[config.mk]
export PLATFORM = sky130hd
export DESIGN_NAME = key_sw_device_flat
export DESIGN_NICKNAME = d
export VERILOG_FILES = /design/src/rtl/key_sw_device_if.sv /design/src/rtl/key_sw_device.sv /design/src/flat_wrapper.sv
export SDC_FILE = /design/constraint.sdc
export NUM_CORES = 1
export LEC_CHECK = 0
export BUFFER_PORTS_ARGS = -buffer_cell sky130_fd_sc_hd__buf_4
export CORE_ASPECT_RATIO = 0.75
export CORE_MARGIN = 1.5
export CORE_UTILIZATION = 56
export DETAILED_ROUTE_END_ITERATION = 12
export MAX_ROUTING_LAYER = met4
export PLACE_DENSITY = 0.9
export SLEW_MARGIN = 10
export SYNTH_ARGS = -nofsm -noshare
export SYNTH_HDL_FRONTEND = slang
export SYNTH_SLANG_ARGS = --single-unit
[constraint.sdc]
create_clock -name clk -period 5.8 [get_ports clk]
set_input_delay 0.29 -clock clk [delete_from_list [all_inputs] [get_ports clk]]
set_output_delay 0.29 -clock clk [all_outputs]
set_load 0.01 [all_outputs]
[src/rtl/key_sw_device_if.sv]
// rtl/key_sw_device_if.sv - processor data bus as seen by the KEY/SW responder
//
// abus   : bus address from the MEM stage
// wbus   : bus write data
// we     : write strobe, sampled at posedge clk
// re     : read strobe, read side effects apply at posedge clk
// rbus   : read data, combinational from abus and device state
// devsel : high when abus hits one of the device registers
interface key_sw_device_if #(
    parameter int DBITS = 32
);
    logic [DBITS-1:0] abus;
    logic [DBITS-1:0] wbus;
    logic             we;
    logic             re;
    logic [DBITS-1:0] rbus;
    logic             devsel;

    modport master (output abus, output wbus, output we, output re, input rbus, input devsel);
    modport slave  (input abus, input wbus, input we, input re, output rbus, output devsel);
endinterface

[src/rtl/key_sw_device.sv]
// rtl/key_sw_device.sv - memory-mapped KEY/SW responder with debounce, status and interrupt
//
// clk     : system clock
// RESET_N : asynchronous active-low reset
// bus     : slave side of the processor data bus (address, write data, strobes, read data, devsel)
// KEY     : raw pushbuttons, active-low, asynchronous
// SW      : raw slide switches, active-high, asynchronous
// INTR    : registered interrupt request, (kready & kIE) | (sready & sIE)
//
// Registers: KDATA @ BASEKEY, KCTRL @ BASEKEY+4, SDATA @ BASESW, SCTRL @ BASESW+4.
// CTRL layout: bit0 ready (RO), bit2 overrun (write 0 clears), bit8 interrupt enable.
module key_sw_device #(
    parameter int               DBITS     = 32,
    parameter int               KEYBITS   = 4,
    parameter int               SWBITS    = 10,
    parameter logic [DBITS-1:0] BASEKEY   = 32'hFFFFF080,
    parameter logic [DBITS-1:0] BASESW    = 32'hFFFFF090,
    parameter int               DEBCYCLES = 500000,
    parameter int               CNTBITS   = 20
) (
    input  logic               clk,
    input  logic               RESET_N,
    key_sw_device_if.slave     bus,
    input  logic [KEYBITS-1:0] KEY,
    input  logic [SWBITS-1:0]  SW,
    output logic               INTR
);
    localparam logic [DBITS-1:0]   KDATA_A  = BASEKEY;
    localparam logic [DBITS-1:0]   KCTRL_A  = BASEKEY + DBITS'(4);
    localparam logic [DBITS-1:0]   SDATA_A  = BASESW;
    localparam logic [DBITS-1:0]   SCTRL_A  = BASESW + DBITS'(4);
    localparam logic [CNTBITS-1:0] CNT_LAST = CNTBITS'(DEBCYCLES - 1);

    logic [KEYBITS-1:0] k_meta, k_syn, k_stable;
    logic [SWBITS-1:0]  s_meta, s_syn, s_stable;
    logic [CNTBITS-1:0] k_cnt, s_cnt;
    logic               k_ready, k_over, k_ie;
    logic               s_ready, s_over, s_ie;
    logic               k_event, s_event;
    logic               hit_kdata, hit_kctrl, hit_sdata, hit_sctrl;

    assign hit_kdata  = (bus.abus == KDATA_A);
    assign hit_kctrl  = (bus.abus == KCTRL_A);
    assign hit_sdata  = (bus.abus == SDATA_A);
    assign hit_sctrl  = (bus.abus == SCTRL_A);
    assign bus.devsel = hit_kdata | hit_kctrl | hit_sdata | hit_sctrl;

    // The change event is the edge on which the counter has seen the
    // syn/stable mismatch for DEBCYCLES consecutive cycles.
    assign k_event = (k_syn != k_stable) && (k_cnt == CNT_LAST);
    assign s_event = (s_syn != s_stable) && (s_cnt == CNT_LAST);

    // Two-flop synchronisers; KEY is inverted first so pressed reads as 1.
    always_ff @(posedge clk or negedge RESET_N) begin
        if (!RESET_N) begin
            k_meta <= '0;
            k_syn  <= '0;
            s_meta <= '0;
            s_syn  <= '0;
        end else begin
            k_meta <= ~KEY;
            k_syn  <= k_meta;
            s_meta <= SW;
            s_syn  <= s_meta;
        end
    end

    // Whole-vector debounce: any return to the stable value restarts the count.
    always_ff @(posedge clk or negedge RESET_N) begin
        if (!RESET_N) begin
            k_cnt    <= '0;
            k_stable <= '0;
            s_cnt    <= '0;
            s_stable <= '0;
        end else begin
            if (k_syn == k_stable) begin
                k_cnt <= '0;
            end else if (k_cnt == CNT_LAST) begin
                k_stable <= k_syn;
                k_cnt    <= '0;
            end else begin
                k_cnt <= k_cnt + 1'b1;
            end

            if (s_syn == s_stable) begin
                s_cnt <= '0;
            end else if (s_cnt == CNT_LAST) begin
                s_stable <= s_syn;
                s_cnt    <= '0;
            end else begin
                s_cnt <= s_cnt + 1'b1;
            end
        end
    end

    // Status: a change event beats a same-edge data read, and an overrun
    // set beats a same-edge overrun clear.
    always_ff @(posedge clk or negedge RESET_N) begin
        if (!RESET_N) begin
            k_ready <= 1'b0;
            k_over  <= 1'b0;
            k_ie    <= 1'b0;
            s_ready <= 1'b0;
            s_over  <= 1'b0;
            s_ie    <= 1'b0;
            INTR    <= 1'b0;
        end else begin
            if (k_event)                      k_ready <= 1'b1;
            else if (bus.re && hit_kdata)     k_ready <= 1'b0;
            if (k_event && k_ready)           k_over  <= 1'b1;
            else if (bus.we && hit_kctrl && !bus.wbus[2]) k_over <= 1'b0;
            if (bus.we && hit_kctrl)          k_ie    <= bus.wbus[8];

            if (s_event)                      s_ready <= 1'b1;
            else if (bus.re && hit_sdata)     s_ready <= 1'b0;
            if (s_event && s_ready)           s_over  <= 1'b1;
            else if (bus.we && hit_sctrl && !bus.wbus[2]) s_over <= 1'b0;
            if (bus.we && hit_sctrl)          s_ie    <= bus.wbus[8];

            INTR <= (k_ready & k_ie) | (s_ready & s_ie);
        end
    end

    always_comb begin
        bus.rbus = '0;
        if (hit_kdata) begin
            bus.rbus[KEYBITS-1:0] = k_stable;
        end else if (hit_kctrl) begin
            bus.rbus[0] = k_ready;
            bus.rbus[2] = k_over;
            bus.rbus[8] = k_ie;
        end else if (hit_sdata) begin
            bus.rbus[SWBITS-1:0] = s_stable;
        end else if (hit_sctrl) begin
            bus.rbus[0] = s_ready;
            bus.rbus[2] = s_over;
            bus.rbus[8] = s_ie;
        end
    end
endmodule

[src/flat_wrapper.sv]
// flat-port wrapper written by rule: the top's interface ports become plain ports
module key_sw_device_flat 
#(
    parameter int               DBITS     = 32,
    parameter int               KEYBITS   = 4,
    parameter int               SWBITS    = 10,
    parameter logic [DBITS-1:0] BASEKEY   = 32'hFFFFF080,
    parameter logic [DBITS-1:0] BASESW    = 32'hFFFFF090,
    parameter int               DEBCYCLES = 500000,
    parameter int               CNTBITS   = 20
)
  (clk, RESET_N, KEY, SW, INTR, bus_abus, bus_wbus, bus_we, bus_re, bus_rbus, bus_devsel);
  key_sw_device_if #(.DBITS(DBITS)) bus_i ();
  input  logic clk;
  input  logic RESET_N;
  input  logic [KEYBITS-1:0] KEY;
  input  logic [SWBITS-1:0] SW;
  output logic INTR;
  input wire logic [$bits(bus_i.abus)-1:0] bus_abus;
  input wire logic [$bits(bus_i.wbus)-1:0] bus_wbus;
  input wire logic [$bits(bus_i.we)-1:0] bus_we;
  input wire logic [$bits(bus_i.re)-1:0] bus_re;
  output wire logic [$bits(bus_i.rbus)-1:0] bus_rbus;
  output wire logic [$bits(bus_i.devsel)-1:0] bus_devsel;
  assign bus_i.abus = bus_abus;
  assign bus_i.wbus = bus_wbus;
  assign bus_i.we = bus_we;
  assign bus_i.re = bus_re;
  assign bus_rbus = bus_i.rbus;
  assign bus_devsel = bus_i.devsel;
  key_sw_device #(.DBITS(DBITS), .KEYBITS(KEYBITS), .SWBITS(SWBITS), .BASEKEY(BASEKEY), .BASESW(BASESW), .DEBCYCLES(DEBCYCLES), .CNTBITS(CNTBITS)) u_core (.clk(clk), .RESET_N(RESET_N), .bus(bus_i), .KEY(KEY), .SW(SW), .INTR(INTR));
endmodule
==> flow_summary.json, run 1 <==
{
  "overflow": 0,
  "p_clk_share_pct": 35.0,
  "clk_pin_slew_ps": 90,
  "via_count": 3041,
  "postCtsSetupBuffers": 0,
  "r2r-start": "u_core.s_cnt[5]",
  "ff2ff_setup_slack_ps": 3540,
  "critPathMaxFanout": 6,
  "clock-sinks": 89,
  "netlist_area_mm2": 0.00418,
  "fin_setup_tns_ps": 0,
  "hp-start": "SW[8]",
  "via_per_inst": 5.52,
  "vdd_drop_max_uv": 217,
  "top_level_ports": 116,
  "drive_gt1_share_pct": 24.2,
  "holdBufCountCts": 0,
  "fin_ws_ps": 3100,
  "totalPowerFinal_mw": 1.36,
  "regArea_mm2": 0.00223,
  "crit_start": "bus_abus[0]",
  "initial_core_util_pct": 57.2,
  "cp-start-kind": "input port",
  "wirelength_mm": 8.32,
  "rows": 27,
  "cts_tree": "yes",
  "die_w_um": 103,
  "synth_top_area_share_pct": 53.3,
  "core_area_mm2": 0.00730,
  "arrival_ps": 2410,
  "cts-resized-gates": 0,
  "ys_top_cells_by_count": "89 x dfrtp_1, 27 x xnor2_1, 24 x nor2_1, 24 x nor3_1, 23 x buf_4",
  "cts_buffers": 9,
  "gp_congestion": 0.877,
  "insertion_delay_ps": 360,
  "yosysTopAreaCell": "dfrtp_1",
  "grt_max_degree": 90,
  "clockBufferDepth": 2,
  "yosys_warnings": 0,
  "wl_per_cell_um": 15.1,
  "final-hold-violation-count": 0,
  "die-area_mm2": 0.00799,
  "hp-class": "input port to flip-flop",
  "timing.slew.headroom_pct": 28.8,
  "synthTopCellsByArea": "dfrtp_1 53%, xnor2_1 5.7%, buf_4 4.1%, mux2_2 4.0%, xor2_1 3.1%",
  "fmax_mhz": 370,
  "post-synth-top-count-cell": "dfrtp_1",
  "power_frac_comb_pct": 10.9,
  "antenna_found_initial": 0,
  "grt_pass1_wl_mm": 13.7,
  "synthCells": 374,
  "drt_iter0_drc": 187,
  "p_per_area_mw_per_mm2": 275,
  "fillers": 532,
  "period_needed_ps": 2700,
  "async_reset_ff_share_pct": 100,
  "ys_ff_latch": 89,
  "cts_root_buf": "clkbuf_8",
  "synth.distinct_cells": 49,
  "syn_area_per_cell_um2": 11.2,
  "switching_share_pct": 27.3,
  "ant_nets": 0,
  "p_sw_mw": 0.372,
  "skew_ps": 7.20,
  "status": "completed",
  "pwr-share-seq_pct": 54.1,
  "nets": 529,
  "gr-usage-all-layers_pct": 23.2,
  "dr.pass1.iters": 4,
  "cts.htree.levels": 3,
  "worst_ep_required_time_ps": 5510,
  "seq_area_frac_synth_pct": 53.3,
  "intPower_mw": 0.990,
  "drc": 0,
  "io_buffer_count": 63,
  "dp_slack_ps": 3120,
  "grt_pass1_vias": 2981,
  "die_h_um": 77.8,
  "finalSetupViolations": 0,
  "p_leak_nw": 2.26,
  "hpwl_mm": 5.79,
  "worst_setup_path_end_kind": "output pin",
  "critPathKind": "input port to output pin",
  "rsz0062_at_grt": "false",
  "synthFlopType": "dfrtp_1",
  "max_cap_violations": 0,
  "post-route-period-util_pct": 46.6,
  "multi_input_area_mm2": 0.00179,
  "worst_pin_slew_ps": 1070,
  "synthToLayoutAreaGrowth_pct": 18.4,
  "synth_edf_count": 0,
  "antennaDiodeCount": 0,
  "drv_slew": 0
}
## final timing paths
check / to / cells after the start
min reg2reg: u_core.k_syn[0] / 0
max reg2reg: u_core.s_stable[7] / 4
min in group asynchronous: u_core.s_cnt[6] / 1
max: bus_rbus[6] / 7
min: u_core.s_meta[8] / 1
max in group asynchronous: u_core.k_syn[2] / 1
## worst max-delay path, stage by stage
cell,delay (ps)
buf_4,100
nand4b_1,150
nor4_1,890
nand2_1,370
inv_1,270
and3_1,210
buf_4,120
## cells in the final DEF, fill, tap and decap left out, types with 4 or more instances in the layout
cell and count:
nor2_1 24, xnor2_1 27, nand4b_1 5, nand2_1 17, or4_1 4, xor2_1 15
or3_1 7, nor4_1 12, mux2_2 15, nand3_1 11, and3_1 7, o21ai_0 5
dfrtp_1 89, a211oi_1 7, clkbuf_8 9, nor3_1 24, o31ai_1 5, dlygate4sd3_1 4
a21oi_1 4, inv_1 12, nand4_1 15, conb_1 22, buf_4 65
## metrics by stage
stage | instance area, µm² | hold WS [ps] | std cells | utilization, %
3_5_place_dp | 4680 | 335 | 531 | 64.1
3_3_place_gp | 4680 | 332 | 531 | 64.1
6_report | 4940 | 29.1 | 551 | 67.8
5_1_grt | 4940 | 1.07 | 551 | 67.8
4_1_cts | 4900 | 15.7 | 547 | 67.2
2_1_floorplan | 4260 | -5.59 | 395 | -
## layout make-up
cell class | instances | area share, %
clock buffer | 10 | 2.58
sequential | 89 | 45.0
tap | 101 | 2.56
multi-input combinational | 264 | 36.3
timing repair buffer | 69 | 10.7
inverter | 12 | 0.911
clock inverter | 6 | 1.95
## state kept, by name, indices dropped and copies added, names as in the netlist, 4 cells and up
name	count
u_core.k_meta	4
u_core.k_stable	4
u_core.s_meta	10
u_core.k_cnt	20
u_core.s_cnt	20
u_core.k_syn	4
u_core.s_syn	10
u_core.s_stable	10
## power groups by stage
stage,clock network [mW],logic [mW],registers [mW]
finish,0.477,0.148,0.737
global route,0.513,0.170,0.746
CTS,0.483,0.148,0.736
detailed placement,0,0.146,0.749
global placement,0,0.139,0.743
floorplan,0,0.102,0.735
## layer usage
layer	track usage (%)	up-vias	wire [µm]
li1	-	1443	-
met1	29.3	1470	3580
met2	36.2	111	4000
met3	6.49	17	558
met4	8.36	0	183
met5	-	-	0
## logic make-up (layout without fill, tap and decap cells)
kind of cell / Yosys count / in the layout / share of synthesized area [%]
AO/OA/AOI/OAI: 30 / 30 / 5.09
XOR/XNOR: 42 / 42 / 8.81
adder cells (fa/ha/maj): 2 / 2 / 0.599
buffers and inverters: 42 / 97 / 5.84
flip-flops: 89 / 89 / 53.3
multiplexers: 19 / 19 / 5.06
other: 1 / 22 / 0.0898
AND/OR/NAND/NOR: 149 / 149 / 21.2
No activity file was read; power rests on OpenSTA's default activity.
==> run 2, diff against run 1 <==
--- a/config.mk
+++ b/config.mk
@@ -5,13 +5,14 @@
 export SDC_FILE = /design/constraint.sdc
 export NUM_CORES = 1
 export LEC_CHECK = 0
+export ABC_AREA = 1
 export BUFFER_PORTS_ARGS = -buffer_cell sky130_fd_sc_hd__buf_4
 export CORE_ASPECT_RATIO = 0.75
 export CORE_MARGIN = 1.5
-export CORE_UTILIZATION = 56
+export CORE_UTILIZATION = 54
 export DETAILED_ROUTE_END_ITERATION = 12
 export MAX_ROUTING_LAYER = met4
-export PLACE_DENSITY = 0.9
+export PLACE_DENSITY = 0.86
 export SLEW_MARGIN = 10
 export SYNTH_ARGS = -nofsm -noshare
 export SYNTH_HDL_FRONTEND = slang
==> constraint.sdc (replaced) <==
create_clock -name clk -period 2.75 [get_ports clk]
set_input_delay 0.1375 -clock clk [delete_from_list [all_inputs] [get_ports clk]]
set_output_delay 0.1375 -clock clk [all_outputs]
set_load 0.01 [all_outputs]
==> flow_summary.json, run 2 <==
{
  "drt_iter0_drc": 303,
  "final_cell_mix": "106 x nand2_1, 89 x dfrtp_1, 84 x nor2_1",
  "drv_slew": 0,
  "postCtsSetupBuffers": 0,
  "place_inst": 721,
  "synthTopCellsByArea": "dfrtp_1 47%, nand2_1 8.4%, nor2_1 6.7%, inv_1 4.5%, xor2_1 4.3%",
  "syn_area_per_cell_um2": 8.49,
  "synth_compound_area_share_pct": 4.01,
  "async_reset_ff_share_pct": 100,
  "cts_tree": "yes",
  "synthSimpleGateAreaFrac_pct": 32.8,
  "r2r_cells": 7,
  "timing.slew.headroom_pct": 27.9,
  "worst_setup_path_end_kind": "flip-flop",
  "insertion_delay_ps": 350,
  "synthToLayoutAreaGrowth_pct": 18.6,
  "hpwl_mm": 7.28,
  "drive_gt1_share_pct": 22.9,
  "cp-start-kind": "flip-flop",
  "wl_per_cell_um": 13.5,
  "rsz0062_at_grt": "false",
  "crit_start": "u_core.s_cnt[0]",
  "fin_cells": 751,
  "r2r-start": "u_core.s_cnt[0]",
  "p_per_area_mw_per_mm2": 548,
  "seq_area_frac_synth_pct": 47.0,
  "cts.htree.levels": 3,
  "antenna_found_initial": 0,
  "ant_nets": 0,
  "die_w_um": 111,
  "rows": 29,
  "clockBufferDepth": 2,
  "arrival_ps": 2010,
  "vdd_drop_max_uv": 460,
  "finalSetupViolations": 0,
  "skew_ps": 9.99,
  "final_common_cell": "nand2_1",
  "final-hold-violation-count": 7,
  "hp-class": "input port to async pin",
  "fin_setup_tns_ps": 0,
  "grt_max_degree": 90,
  "netlist_area_mm2": 0.00474,
  "synthFlopType": "dfrtp_1",
  "synthCells": 558,
  "fmax_mhz": 556,
  "via_count": 3865,
  "cts_buffers": 9,
  "gp_congestion": 0.918,
  "die_h_um": 84.1,
  "synth-xor-area-share_pct": 5.36,
  "violations": "hold timing",
  "critPathMaxFanout": 9,
  "holdWs_ps": -9.64,
  "max_cap_violations": 0,
  "core_area_mm2": 0.00849,
  "clk_pin_slew_ps": 70,
  "post-synth-top-count-cell": "nand2_1",
  "ys_top_cells_by_count": "106 x nand2_1, 89 x dfrtp_1, 84 x nor2_1",
  "post-route-period-util_pct": 65.4,
  "synth_edf_count": 0,
  "yosysTopAreaCell": "dfrtp_1",
  "worstReg2RegEnd": "u_core.s_cnt[17]",
  "synth_top_area_share_pct": 47.0,
  "via_per_inst": 5.15,
  "overflow": 0,
  "critPathKind": "flip-flop to flip-flop",
  "muxShareOfSynthArea_pct": 0,
  "dp_slack_ps": 1000,
  "drc": 0,
  "worst_ep_required_time_ps": 2960,
  "grt_pass1_vias": 3916,
  "ff2ff_setup_slack_ps": 950,
  "worst_pin_slew_ps": 1080,
  "synth_top_family_by_area": "simple AND/OR/NAND/NOR gates",
  "clock-sinks": 89,
  "period_needed_ps": 1800,
  "grt_pass1_wl_mm": 17.3,
  "p_leak_nw": 2.62,
  "die-area_mm2": 0.00935,
  "antennaDiodeCount": 0,
  "synthAdderAreaFrac_pct": 0.528,
  "nets": 722,
  "io_buffer_count": 63,
  "crit_end": "u_core.s_cnt[17]",
  "top_level_ports": 116,
  "cts_root_buf": "clkbuf_16",
  "dr.pass1.iters": 5,
  "gr-usage-all-layers_pct": 23.9,
  "fin_ws_ps": 951,
  "status": "finished with violations",
  "synth.distinct_cells": 43,
  "initial_core_util_pct": 55.8,
  "wirelength_mm": 10.1,
  "ys_ff_latch": 89,
  "yosys_warnings": 0,
  "reg_top3": "u_core.k_cnt x20, u_core.s_cnt x20"
}
## run 2: area by class of cell
| class | instances | area (µm²) |
|---|---|---|
| clock inverter | 6 | 50.0 |
| multi-input combinational | 395 | 2100 |
| timing repair buffer | 77 | 613 |
| inverter | 66 | 249 |
| fill | 663 | 2870 |
| tap | 108 | 135 |
| sequential | 89 | 2230 |
| clock buffer | 10 | 239 |
## run 2: worst min path at each step
stage,startpoint,end,slack (ps),cells past startpoint
3_3_place_gp,SW[5],u_core.s_meta[5],250,1
4_1_cts,RESET_N,u_core.k_syn[0],40,1
5_1_grt,bus_wbus[2],u_core.k_over,80,3
6_report,RESET_N,u_core.s_meta[6],-10,1
2_1_floorplan,RESET_N,u_core.INTR,-160,0
3_5_place_dp,SW[9],u_core.s_meta[9],250,1
## run 2: per-layer routing
| metal | vias up | GRT usage [%] | routed length, µm |
|---|---|---|---|
| met5 | - | - | 0 |
| met4 | 0 | 9.21 | 157 |
| met3 | 19 | 5.23 | 599 |
| met2 | 162 | 37.9 | 4970 |
| met1 | 1799 | 30.1 | 4400 |
| li1 | 1885 | - | - |
## run 2: cell families after synthesis
group,Yosys count
and+or+nand+nor,310
buffers and inverters,95
other,1
DFF,89
adders and majority gates,2
xor gates and xnor gates,29
AOI/OAI and AO/OA,32
## run 2: stage by stage
| step | hold WS (ps) | power (mW) | utilization [%] | instance area (µm²) |
|---|---|---|---|---|
| 6_report | -9.64 | 3.08 | 66.2 | 5620 |
| 5_1_grt | 80.4 | 3.23 | 66.2 | 5620 |
| 4_1_cts | 36.4 | 3.10 | 66.2 | 5620 |
| 3_5_place_dp | 248 | 1.91 | 61.1 | 5190 |
| 3_3_place_gp | 247 | 1.88 | 61.1 | 5190 |
| 2_1_floorplan | -158 | 1.78 | - | 4820 |
## run 2: critical path, cell delays in order (launching register included)
cell and delay [ps]:
dfrtp_1 380, ha_1 190, nand2_1 80, inv_2 80
nand3_2 130, nor4_2 330, nand2b_1 390, nor2_1 100
## run 2: repair_timing
item,CTS,global route
endpoints found under the hold margin,14,0
gates resized for setup,0,0
hold buffers,14,0
endpoints found under the setup margin,0,0
## run 2: power by group
part           switching [mW]  internal, mW  leakage [nW]
registers               0.119          1.42          1.14
clock network           0.527         0.647         0.141
logic                   0.198         0.167          1.34
total                   0.844          2.23          2.62
